--- src/rtl/y_mc_ctrl.sv ---
// Multi-cycle control unit for the lab MIPS subset: sequences FETCH/DECODE/EXEC/MEM/WB,
// drives ALU op and datapath strobes, and handshakes with a unified memory port.
//
// state    | meaning
// ---------+-----------------------------------------------------------
// ST_FETCH | instruction read from PC, wait for mem_ack (IR load + PC+4)
// ST_DECODE| classify opcode/funct into the class register
// ST_EXEC  | ALU operation; beq/j resolve the PC here and retire
// ST_MEM   | data access at ALU result, wait for mem_ack (sw retires)
// ST_WB    | register-file write (R, addi, lw) and retire
// ST_HALT  | fault latched, everything frozen until reset
module y_mc_ctrl #(
  parameter int unsigned TIMEOUT = 16,
  parameter int unsigned CNT_W   = 32
) (
  input  logic             clk,
  input  logic             rst_n,
  input  logic [5:0]       opcode,
  input  logic [5:0]       funct,
  input  logic             zero,
  input  logic             mem_ack,
  output logic [2:0]       alu_op,
  output logic             alu_src_imm,
  output logic             mem_req,
  output logic             mem_we,
  output logic             mem_data_sel,
  output logic             ir_write,
  output logic             pc_inc,
  output logic             pc_branch,
  output logic             pc_jump,
  output logic             reg_write,
  output logic             reg_dst_rd,
  output logic             mem_to_reg,
  output logic [1:0]       fault,
  output logic [CNT_W-1:0] retired
);

  typedef enum logic [2:0] {
    ST_FETCH  = 3'd0,
    ST_DECODE = 3'd1,
    ST_EXEC   = 3'd2,
    ST_MEM    = 3'd3,
    ST_WB     = 3'd4,
    ST_HALT   = 3'd5
  } state_t;

  typedef enum logic [2:0] {
    CL_R    = 3'd0,
    CL_LW   = 3'd1,
    CL_SW   = 3'd2,
    CL_BEQ  = 3'd3,
    CL_ADDI = 3'd4,
    CL_J    = 3'd5
  } cls_t;

  localparam logic [2:0] ALU_AND = 3'b000;
  localparam logic [2:0] ALU_OR  = 3'b001;
  localparam logic [2:0] ALU_ADD = 3'b010;
  localparam logic [2:0] ALU_SUB = 3'b110;
  localparam logic [2:0] ALU_SLT = 3'b111;

  localparam logic [1:0] FLT_OK      = 2'b00;
  localparam logic [1:0] FLT_ILLEGAL = 2'b01;
  localparam logic [1:0] FLT_TIMEOUT = 2'b10;

  localparam logic [7:0] WAIT_LAST = 8'(TIMEOUT - 1);

  state_t           state_q, state_d;
  cls_t             cls_q, cls_d;
  logic [2:0]       alu_q, alu_d;
  logic [7:0]       wait_q, wait_d;
  logic [1:0]       fault_q, fault_d;
  logic [CNT_W-1:0] retired_q, retired_d;

  cls_t       dec_cls;
  logic [2:0] dec_alu;
  logic       dec_ok;
  logic       mem_wait;
  logic       timeout;
  logic       retire;

  // Decoder: the EXEC-cycle ALU op is resolved here so EXEC only looks at registers.
  always_comb begin
    dec_ok  = 1'b1;
    dec_cls = CL_R;
    dec_alu = ALU_ADD;
    case (opcode)
      6'h00: begin
        case (funct)
          6'h20:   dec_alu = ALU_ADD;
          6'h22:   dec_alu = ALU_SUB;
          6'h24:   dec_alu = ALU_AND;
          6'h25:   dec_alu = ALU_OR;
          6'h2A:   dec_alu = ALU_SLT;
          default: dec_ok  = 1'b0;
        endcase
      end
      6'h23:   dec_cls = CL_LW;
      6'h2B:   dec_cls = CL_SW;
      6'h04: begin
        dec_cls = CL_BEQ;
        dec_alu = ALU_SUB;
      end
      6'h08:   dec_cls = CL_ADDI;
      6'h02: begin
        dec_cls = CL_J;
        dec_alu = ALU_AND;
      end
      default: dec_ok = 1'b0;
    endcase
  end

  assign mem_wait = (state_q == ST_FETCH) || (state_q == ST_MEM);
  assign timeout  = mem_wait && !mem_ack && (wait_q == WAIT_LAST);

  always_ff @(posedge clk or negedge rst_n) begin
    if (!rst_n) begin
      state_q <= ST_FETCH;
    end else begin
      state_q <= state_d;
    end
  end

  always_comb begin
    state_d = state_q;
    case (state_q)
      ST_FETCH: begin
        if (mem_ack) begin
          state_d = ST_DECODE;
        end else if (timeout) begin
          state_d = ST_HALT;
        end
      end
      ST_DECODE: state_d = dec_ok ? ST_EXEC : ST_HALT;
      ST_EXEC: begin
        case (cls_q)
          CL_R, CL_ADDI: state_d = ST_WB;
          CL_LW, CL_SW:  state_d = ST_MEM;
          default:       state_d = ST_FETCH;
        endcase
      end
      ST_MEM: begin
        if (mem_ack) begin
          state_d = (cls_q == CL_SW) ? ST_FETCH : ST_WB;
        end else if (timeout) begin
          state_d = ST_HALT;
        end
      end
      ST_WB:   state_d = ST_FETCH;
      ST_HALT: state_d = ST_HALT;
      default: state_d = ST_FETCH;
    endcase
  end

  always_comb begin
    retire = 1'b0;
    case (state_q)
      ST_EXEC: retire = (cls_q == CL_BEQ) || (cls_q == CL_J);
      ST_MEM:  retire = mem_ack && (cls_q == CL_SW);
      ST_WB:   retire = 1'b1;
      default: retire = 1'b0;
    endcase
  end

  always_comb begin
    cls_d     = cls_q;
    alu_d     = alu_q;
    fault_d   = fault_q;
    retired_d = retired_q;
    wait_d    = wait_q;

    if (state_q == ST_DECODE) begin
      cls_d = dec_cls;
      alu_d = dec_alu;
      if (!dec_ok) begin
        fault_d = FLT_ILLEGAL;
      end
    end

    if (timeout) begin
      fault_d = FLT_TIMEOUT;
    end

    if (retire) begin
      retired_d = retired_q + CNT_W'(1);
    end

    // Counter restarts on every entry into a memory-wait state; it never passes WAIT_LAST.
    if ((state_d != state_q) && ((state_d == ST_FETCH) || (state_d == ST_MEM))) begin
      wait_d = 8'd0;
    end else if (mem_wait && !mem_ack && !timeout) begin
      wait_d = wait_q + 8'd1;
    end
  end

  always_ff @(posedge clk or negedge rst_n) begin
    if (!rst_n) begin
      cls_q     <= CL_R;
      alu_q     <= ALU_AND;
      wait_q    <= 8'd0;
      fault_q   <= FLT_OK;
      retired_q <= '0;
    end else begin
      cls_q     <= cls_d;
      alu_q     <= alu_d;
      wait_q    <= wait_d;
      fault_q   <= fault_d;
      retired_q <= retired_d;
    end
  end

  // Strobes are forced low while reset is held, otherwise FETCH would raise mem_req during reset.
  always_comb begin
    alu_op       = ALU_AND;
    alu_src_imm  = 1'b0;
    mem_req      = 1'b0;
    mem_we       = 1'b0;
    mem_data_sel = 1'b0;
    ir_write     = 1'b0;
    pc_inc       = 1'b0;
    pc_branch    = 1'b0;
    pc_jump      = 1'b0;
    reg_write    = 1'b0;
    reg_dst_rd   = 1'b0;
    mem_to_reg   = 1'b0;
    if (rst_n) begin
      case (state_q)
        ST_FETCH: begin
          mem_req  = 1'b1;
          ir_write = mem_ack;
          pc_inc   = mem_ack;
        end
        ST_EXEC: begin
          alu_op      = alu_q;
          alu_src_imm = (cls_q == CL_LW) || (cls_q == CL_SW) || (cls_q == CL_ADDI);
          pc_branch   = (cls_q == CL_BEQ) && zero;
          pc_jump     = (cls_q == CL_J);
        end
        ST_MEM: begin
          mem_req      = 1'b1;
          mem_data_sel = 1'b1;
          mem_we       = (cls_q == CL_SW);
        end
        ST_WB: begin
          reg_write  = 1'b1;
          reg_dst_rd = (cls_q == CL_R);
          mem_to_reg = (cls_q == CL_LW);
        end
        default: begin
          alu_op = ALU_AND;
        end
      endcase
    end
  end

  assign fault   = fault_q;
  assign retired = retired_q;

endmodule

--- config.mk ---
export PLATFORM = sky130hd
export DESIGN_NAME = y_mc_ctrl
export DESIGN_NICKNAME = d
export VERILOG_FILES = /design/src/rtl/y_mc_ctrl.sv
export SDC_FILE = /design/constraint.sdc
export NUM_CORES = 1
export LEC_CHECK = 0
export BUFFER_PORTS_ARGS = -buffer_cell sky130_fd_sc_hd__buf_2
export CORE_MARGIN = 2
export CORE_UTILIZATION = 59
export DETAILED_ROUTE_END_ITERATION = 10
export GPL_TIMING_DRIVEN = 1
export MAX_ROUTING_LAYER = met4
export PLACE_DENSITY = 0.86
export SYNTH_ARGS = -nofsm -noshare
export SYNTH_HDL_FRONTEND = slang
export SYNTH_SLANG_ARGS = --single-unit
--- constraint.sdc ---
create_clock -name clk -period 3.7 [get_ports clk]
set_input_delay 0.185 -clock clk [delete_from_list [all_inputs] [get_ports clk]]
set_output_delay 0.185 -clock clk [all_outputs]
set_load 0.01 [all_outputs]
==> flow_summary.json <==
{
  "netlist_area_sq_um": 2940,
  "slew_violations": 0,
  "synth-edff-count": 0,
  "area_delta_synth_final_pct": 15.6,
  "cp_max_fo": 39,
  "avgSynthCellArea_sq_um": 10.1,
  "grt_first_pass_wirelength_mm": 9.60,
  "design.die.area_sq_um": 5560,
  "totalWireLength_mm": 5.80,
  "synth_top_area_cell": "dfrtp_1",
  "slew_headroom": 0.493,
  "grt_overflow": 0,
  "drc_errors": 0,
  "crit_family": "buffers and inverters",
  "cts_buffers": 5,
  "postLayoutCoreUtil": 0.714,
  "synth_area_leaders": "dfrtp_1, xor2_1, xnor2_1",
  "startpoint": "rst_n",
  "hold_path.startpoint": "opcode[4]",
  "synth.distinct_cells": 60,
  "maxCapViolations": 0,
  "core_area_sq_um": 4750,
  "ys.warnings.count": 0,
  "slowest_stage": "buf_2",
  "fp.dieH_microns": 74.6,
  "cts_setup_buffers": 0,
  "antenna_cells": 0,
  "critPathArrivalTime_ns": 2.08,
  "nFillCells": 366,
  "hold_class": "input pin to register",
  "yosysSeqAreaShare": 0.435,
  "drive_gt1_frac": 0.264,
  "rsz0062_at_grt": "false",
  "fin_tns_setup_ns": 0,
  "required_ns": 3.51,
  "critPathBufInv": 3,
  "ys.flop_type": "dfrtp_1",
  "wire_per_inst_microns": 13.8,
  "gp_congestion": 0.792,
  "port_buffers": 63,
  "worstSkewPairLatency_ns": 0.31,
  "layout.nets": 369,
  "finalClockSkew_ns": 0.0123,
  "synthesis.nets": 308,
  "grt_usage": 0.229,
  "clock_tree.root_cell": "clkbuf_8",
  "start_util": 0.618,
  "dp_hpwl_mm": 4.20,
  "cts_sinks": 51,
  "path_cells": "dlygate4sd3_1 > buf_2 > and3_1 > nor4bb_1 > buf_2",
  "clockBufferDepth": 2,
  "async_flop_share": 1.00,
  "cp-end-kind": "primary output",
  "grt_pass1_vias": 2124,
  "synth_top_family_by_area": "simple AND/OR/NAND/NOR gates",
  "synth_compound_area_frac": 0.100,
  "crit_top_cell": "buf_2",
  "r2r_start": "state_q[2]",
  "cts_tree": "done",
  "status": "finished, final reports clean",
  "cp-start-kind": "input pin",
  "antenna_found_initial": 0,
  "grt_max_degree": 40,
  "vias": 2336,
  "hold_violations": 0,
  "ant_nets": 0,
  "finalCriticalPeriod_ns": 2.26,
  "setup_viol": 0,
  "syn_inst": 290,
  "ioPinCount": 64,
  "synth-seq-cells": 51,
  "synth_xor_xnor_area_share": 0.128,
  "fmax_mhz": 442,
  "slowest_delay_ns": 0.60,
  "fin_crit_sh": 0.611,
  "yosysTopAreaCellShare": 0.435,
  "fp.dieW_microns": 74.6,
  "rows": 25,
  "synth_mux_area_frac": 0.00724,
  "drtPass1Iterations": 4,
  "vdd_ir_drop_max_mv": 0.179,
  "p_leak_nw": 1.73,
  "vias_per_cell": 5.58,
  "htree_levels": 2,
  "drt_iter0_markers": 94,
  "synthAdderAreaFrac": 0.00852,
  "synth_simple_gate_area_frac": 0.280,
  "clk_pin_slew_ns": 0.09,
  "power_density_nw_per_um2": 319,
  "crit_type": "input pin to primary output",
  "worstMarginPinSlew_ns": 0.760
}
sequential cells by signal, indices dropped and copies added, names as in the netlist:
register	cells
cls_q	3
state_q	3
retired	32
wait_q	8
alu_q	3
fault	2
cells in the final DEF (no fill, tap or decap), types with 2 or more instances in the layout:
cell and n:
buf_4 2, nor3b_1 4, buf_2 63, ha_1 2
nor4_2 2, nor3_2 5, a22oi_1 2, o32a_1 2
nor4_1 2, nor2_1 28, inv_1 10, nand4_1 12
a21oi_1 4, nor2b_1 5, and2_1 3, nand2_1 22
clkbuf_8 6, o21ai_0 7, a31oi_1 3, nand3_1 16
xnor2_1 15, dfrtp_1 51, nor3_1 11, xor2_1 28
and3_1 11
per-layer routing:
metal | GRT usage | part of all wire | routed length [microns]
met5 | - | 0 | 0
met3 | 0.0325 | 0.047 | 272
met1 | 0.295 | 0.46 | 2670
met4 | 0.0774 | 0.010 | 58
met2 | 0.371 | 0.48 | 2790
cell usage after synthesis, drive strengths merged, types with 2 or more instances:
cell and count:
dfrtp 51, nor2 29, xor2 28, nand2 22, nor3 17, nand3 16, xnor2 15, nand4 13
and3 11, buf 10, inv 10, o21ai 8, nor2b 5, nor3b 5, a21oi 4, nor4 4
a31oi 3, and2 3, a22oi 2, clkbuf 2, ha 2, nand3b 2, nor4b 2, o32a 2
worst paths after layout:
path,endpoint,slack [ns],cells past startpoint
worst max register to register,retired[24],1.58,5
worst min register to register,retired[31],0.47,1
max in group asynchronous,retired[2],2.44,3
worst max-delay path,mem_we,1.44,5
worst min-delay path,cls_q[0],0.12,2
min in group asynchronous,retired[12],0.48,2
area by class of cell:
cell class	instances	area [sq um]	area share
well taps	67	83.8	0.0247
repair buffers	66	340	0.100
clock inverters	2	35.0	0.0103
inverters	10	37.5	0.0111
multi-input cells	217	1540	0.454
flip-flops and latches	51	1280	0.376
clock buffers	6	82.6	0.0243
repair_timing:
action                                  CTS  global route
hold endpoints to repair                 29             0
endpoints found under the setup margin    0             0
hold buffers                              1             0
resized for setup                         0             0
logic make-up after synthesis:
| group | Yosys count |
|---|---|
| fa+ha+maj | 2 |
| simple gates | 138 |
| mux | 2 |
| xor+xnor | 43 |
| buf+inv | 22 |
| compound gates | 32 |
| flops | 51 |
where the power goes:
group          switching (W)  internal [W]
clock network       0.000184      0.000219
logic              0.0000454     0.0000362
registers          0.0000222      0.000575
stage by stage:
step / hold slack (ns) / instance area (sq um) / power (W) / instances / setup slack (ns)
6_report: 0.121 / 3400 / 0.00108 / 419 / 1.44
5_1_grt: 0.129 / 3400 / 0.00112 / 419 / 1.20
4_1_cts: 0.116 / 3400 / 0.00109 / 419 / 1.40
3_5_place_dp: 0.298 / 3270 / 0.000690 / 410 / 1.60
3_3_place_gp: 0.285 / 3270 / 0.000686 / 410 / 1.68
2_1_floorplan: -0.111 / 2940 / 0.000649 / 290 / 2.04
(Power assumes the default switching activity.)
